[config.mk]
export PLATFORM = sky130hd
export DESIGN_NAME = uart_irq_ctrl
export DESIGN_NICKNAME = d
export VERILOG_FILES = /design/src/rtl/uart_irq_ctrl.sv
export SDC_FILE = /design/constraint.sdc
export NUM_CORES = 1
export LEC_CHECK = 0
export ABC_AREA = 1
export CAP_MARGIN = 10
export CELL_PAD_IN_SITES_DETAIL_PLACEMENT = 1
export CELL_PAD_IN_SITES_GLOBAL_PLACEMENT = 1
export CORE_ASPECT_RATIO = 0.6
export CORE_MARGIN = 2
export CORE_UTILIZATION = 36
export DETAILED_ROUTE_END_ITERATION = 6
export GPL_TIMING_DRIVEN = 0
export PLACE_DENSITY_LB_ADDON = 0.1
export SLEW_MARGIN = 20
export SYNTH_ARGS = -nofsm -noshare
export SYNTH_HDL_FRONTEND = slang
export SYNTH_SLANG_ARGS = --single-unit
[constraint.sdc]
create_clock -name clk -period 1.35 [get_ports clk]
set_input_delay 0.2025 -clock clk [delete_from_list [all_inputs] [get_ports clk]]
set_output_delay 0.2025 -clock clk [all_outputs]
set_load 0.01 [all_outputs]
[src/rtl/uart_irq_ctrl.sv]
// UART status interrupt controller: captures status bits, latches error events as sticky
// pending flags, masks them with a CPU-written enable and serves read-to-clear status reads.
module uart_irq_ctrl #(
    parameter int NBITS = 7,
    parameter int NEVT  = 4
) (
    input  logic             clk,
    input  logic             rst,
    input  logic [NBITS-1:0] status_in,
    input  logic             ie_wr,
    input  logic [NBITS-1:0] ie_wdata,
    output logic [NBITS-1:0] ie,
    input  logic             rd_req,
    output logic [NBITS:0]   rd_data,
    output logic             rd_valid,
    output logic             irq
);

    typedef enum logic [1:0] {IDLE, ASSERTED, HOLDOFF} state_t;

    // Low NEVT bits are sticky events, the rest simply follow the captured level.
    localparam logic [NBITS-1:0] EVT_MASK = NBITS'((1 << NEVT) - 1);

    logic [NBITS-1:0] s1;
    logic [NBITS-1:0] s2;
    logic [NBITS-1:0] rise;
    logic [NBITS-1:0] pending;
    logic [NBITS-1:0] pending_nxt;
    logic             hit;
    state_t           state;
    state_t           state_nxt;

    assign rise = s1 & ~s2;
    assign hit  = |(pending & ie);

    // Rise is OR-ed in after the clear so a same-cycle event survives the read.
    assign pending_nxt = (((pending & ~{NBITS{rd_req}}) | rise) & EVT_MASK)
                       | (s1 & ~EVT_MASK);

    // Capture stage and pending/mask/read registers
    always_ff @(posedge clk or posedge rst) begin
        if (rst) begin
            s1       <= '0;
            s2       <= '0;
            pending  <= '0;
            ie       <= '0;
            rd_data  <= '0;
            rd_valid <= 1'b0;
        end else begin
            s1       <= status_in;
            s2       <= s1;
            pending  <= pending_nxt;
            rd_valid <= rd_req;
            if (ie_wr) begin
                ie <= ie_wdata;
            end
            if (rd_req) begin
                rd_data <= {irq, pending};
            end
        end
    end

    // Interrupt FSM: state register
    always_ff @(posedge clk or posedge rst) begin
        if (rst) begin
            state <= IDLE;
        end else begin
            state <= state_nxt;
        end
    end

    // HOLDOFF forces at least two low cycles on irq after every serviced read.
    always_comb begin
        state_nxt = state;
        case (state)
            IDLE: begin
                if (hit) begin
                    state_nxt = ASSERTED;
                end
            end
            ASSERTED: begin
                if (rd_req) begin
                    state_nxt = HOLDOFF;
                end else if (!hit) begin
                    state_nxt = IDLE;
                end
            end
            HOLDOFF: state_nxt = IDLE;
            default: state_nxt = IDLE;
        endcase
    end

    always_comb begin
        irq = (state == ASSERTED);
    end

endmodule
Yosys cells after proc, flatten, opt, wreduce, memory -nomap -nowiden. Index checks and enable logic that the tools add are counted.

Output and inout port bits: 17. Bits in read-only memories: 0. Logic and storage cells: 24. Bits in registers: 36. Memories kept: 0. Bits of input ports: 18. Latch bits: 0. Bits in writable memories: 0.

Bitwise gates (word level): 7. Multiplexer cells: 4. Div/mod/pow operators: 0. Shift-type cells: 0. Add/sub/neg operators: 0. Reductions and logical operators: 3. Eq/ne operators: 3. Multipliers: 0. $lt $le $gt $ge: 0.

Operators with widths (count): $and A4 B4 Y4 (2); $not A4 Y4 (2); $and A7 B7 Y7 (1); $or A4 B7 Y7 (1); $reduce_or A7 Y1 (1); $mux W2 (3); $or A4 B4 Y4 (1); $pmux W2 S2 (1); $ne A3 B3 Y1 const B (1); $eq A2 B1 Y1 const B (1); $logic_not A2 Y1 (1); $ne A2 B2 Y1 const B (1); $reduce_and A2 Y1 (1).

Logic depth before layout (Yosys ltp).
Depth in word-level cells: 5. Mapped depth: 5. Depth with buffers taken out: 4.

Worst setup path after synthesis. No wires, ideal clock.

Path kind: reg2reg. From: register ie[0] (netlist name). To: register ie[0]. Path buffers: 0. Period minus slack after synthesis: 792 ps. Slack: 558 ps. Stages on the path, launching flop included: 2. Data arrival time: 666 ps. Path through: dfrtp_1 mux2_4.

RTL lines: end signal: assignment (line 55) `ie <= ie_wdata;`; end: declaration (line 12) `output logic [NBITS-1:0] ie,`.

Final worst setup path.
From: register ie[1]. To: output ie[1].

No word-level cell between the ends.

==> results.tsv <==
stage	metric	value	unit
clock_tree	cts-hold-fix-buffers	0	
placed_design	pre_cts_slack	0.0366	ns
critical_path	critPathRequiredTime	1.15	ns
power	p_int	1.77	mW
power	p_sw	588	µW
sta	skew	0.00360	ns
critical_path	cp.arrival	0.99	ns
global_route	grt_pass1_wl	4.06	mm
floorplan	num_rows	16	
critical_path	r2r-end	state[0]	
sta	whs	0.224	ns
logic_synthesis	synth_cell_types	11	
logic_synthesis	yosysWarnings	0	
power	combPwrFrac	14.3	%
floorplan	die_area	4030	µm²
global_route	antenna_found_initial	0	
power	clkPwrFrac	33.3	%
clock_tree	numCtsBuffers	5	
sta	worst_pin_slew	0.737	ns
critical_path	reg2reg_depth	4	
floorplan	initial_core_util	38.2	%
global_route	grt_pass1_vias	875	
critical_path	critPathKind	reg -> out	
power	power.density	1370	nW/µm²
sta	slew_headroom	50.8	%
route	vias	797	
clock_tree	clk_pin_slew	0.07	ns
clock_tree	clockBufferDepth	2	
finish	layout-drive-gt1-share	15.7	%
floorplan	core-area	3320	µm²
route	wl_per_cell	13.4	µm
floorplan	fp.dieH	50.0	µm
global_route	grt-ovfl-total	0	
clock_tree	clockRootBuffer	clkbuf_8	
critical_path	rrSetupSlack	0.53	ns
sta	setup_viol	0	
clock_tree	cts_tree	yes	
sta	rsz0062_at_grt	no	
placed_design	detailed_place_hpwl	1.75	mm
clock_tree	h-tree-depth	2	
placed_design	placed_area	1660	µm²
sta	period_share	88.6	%
sta	fin_crit	1.20	ns
logic_synthesis	ys_seq_elements	36	
placed_design	io_buffers	33	
power	seqPwrFrac	52.4	%
logic_synthesis	ys_seq_area_share	70.9	%
sta	max_freq	836	MHz
clock_tree	clk_latency	0.29	ns
finish	area_delta_synth_final	35.6	%
critical_path	crit_buf_inv	1	
logic_synthesis	syn_avg_cell_area	12.8	µm²
route	ant_nets	0	
placed_design	numPlacedInstances	177	
sta	report.final.slew_viol_count	0	
critical_path	cp_max_fo	3	
logic_synthesis	synthCells	99	
min_path	hp-class	in -> reg	
finish	n_fill_cell	373	
finish	antennaDiodeCount	0	
floorplan	ios	35	
power	p_leak	0.867	nW
critical_path	critPathTopFamily	flip-flops	
route	vias_per_cell	4.31	
placed_design	gp_congestion	0.647	
route	drc	0	
critical_path	timing.rr.start	ie[1]	
finish	layout.cells.non_filler	185	
finish	fin_nets	157	
route	drtPass1Iterations	4	
min_path	hold_end	ie[0]	
logic_synthesis	syn-cell-area	1270	µm²
power	ir_drop	0.000669	V
logic_synthesis	syn_nets	117	
power	p_sw_share	24.9	%
finish	post-route-util	51.8	%
min_path	hold_start	ie_wr	
global_route	grtUsageTotal	14.7	%
critical_path	cpPeakStageDelay	0.41	ns
clock_tree	cts.sinks	36	
global_route	grt_max_degree	37	
min_path	hold-path-cell-count	2	
critical_path	crit_chain	dlygate4sd2_1	
sta	setup_slack	0.154	ns
floorplan	die_w	80.7	µm
critical_path	endpoint_kind	primary output	
outcome	status	complete, no violations	
clock_tree	cts-resized-gates	17	
finish	final_area	1720	µm²
route	drt_wl_total	2.48	mm
clock_tree	post_cts.repair.setup_buffers	0	
sta	hold_violations	0	
run	drv_cap	0	
critical_path	crit_slowest_cell	dfrtp_1	
critical_path	worstSetupStartpointType	flop	
route	initialDrtViolationCount	44	
-- worst register-to-register path: stages, from the launching register on --
cell and delay, ns:
dfrtp_1 0.41, nand2_1 0.08, nand2_1 0.05, nor2_1 0.11, a21oi_1 0.07
-- through the flow --
stage | power [mW] | TNS, ns
floorplan | 1.43 | 0
global placement | 1.64 | -15.60
detailed placement | 1.65 | 0
CTS | 2.40 | 0
global route | 2.49 | 0
finish | 2.36 | 0
-- final cells by class --
cell class,instances,area (µm²),share of cell area [%]
repair buffers,33,305,17.7
clock buffers,8,90.1,5.23
inverters,13,51.3,2.98
flip-flops and latches,36,901,52.3
multi-input cells,47,284,16.5
plain buffers,3,33.8,1.96
well taps,45,56.3,3.27
-- worst max path at each step --
stage,from,endpoint,cells after the start
final,ie[1],ie[1],1
after CTS,state[1],irq,2
after global placement,rst,s2[1],2
after detailed placement,rd_req,rd_data[0],6
after floorplan,rst,ie[0],1
after global routing,state[1],irq,2
-- cells by family after synthesis --
kind of cell / after synthesis / synth area share [%]
flops: 36 / 70.9
mux: 7 / 8.28
compound gates: 10 / 5.22
simple gates: 30 / 8.87
buf+inv: 16 / 6.70
-- per-layer routing --
metal  part of all wire [%]  vias to the layer above  track usage, %
met5                      0                        -               0
met4                    2.2                        0            10.2
met3                    5.9                        7            6.41
met2                     46                       20            21.7
met1                     46                      388            17.3
li1                       -                      382               -
-- power groups by stage --
| stage | Combinational (mW) | Sequential (mW) | Clock [mW] |
|---|---|---|---|
| 2_1_floorplan | 0.158 | 1.27 | 0 |
| 3_3_place_gp | 0.383 | 1.25 | 0 |
| 3_5_place_dp | 0.395 | 1.26 | 0 |
| 4_1_cts | 0.350 | 1.24 | 0.817 |
| 5_1_grt | 0.381 | 1.25 | 0.859 |
| 6_report | 0.337 | 1.24 | 0.786 |
-- Yosys cell counts (all sizes together) --
master | n | area share, %
dfrtp | 36 | 71
nand2 | 26 | 7.7
inv | 13 | 4.0
mux2 | 7 | 8.3
o21ai | 5 | 2.9
nor2 | 4 | 1.2
o22ai | 4 | 2.0
buf | 3 | 2.7
a21oi | 1 | 0.39
-- flip-flops by register name, indices dropped and copies added, names as in the netlist --
signal,count
rd_data,8
state,2
rd_valid,1
ie,7
s2,4
s1,7
pending,7
-- cells in the final DEF, fill, tap and decap left out --
cell / Yosys / layout
clkbuf_2: 0 / 1
nor2_1: 4 / 4
inv_4: 1 / 1
clkbuf_1: 0 / 2
o21ai_1: 2 / 2
a21oi_1: 1 / 1
inv_2: 0 / 1
o22ai_1: 4 / 4
clkdlybuf4s50_1: 0 / 16
o21ai_2: 3 / 3
dlygate4sd2_1: 0 / 16
clkbuf_8: 0 / 6
mux2_4: 7 / 7
buf_6: 3 / 3
dfrtp_1: 36 / 36
nand2_1: 26 / 26
inv_1: 12 / 11
No activity file was read; power rests on OpenSTA's default activity.
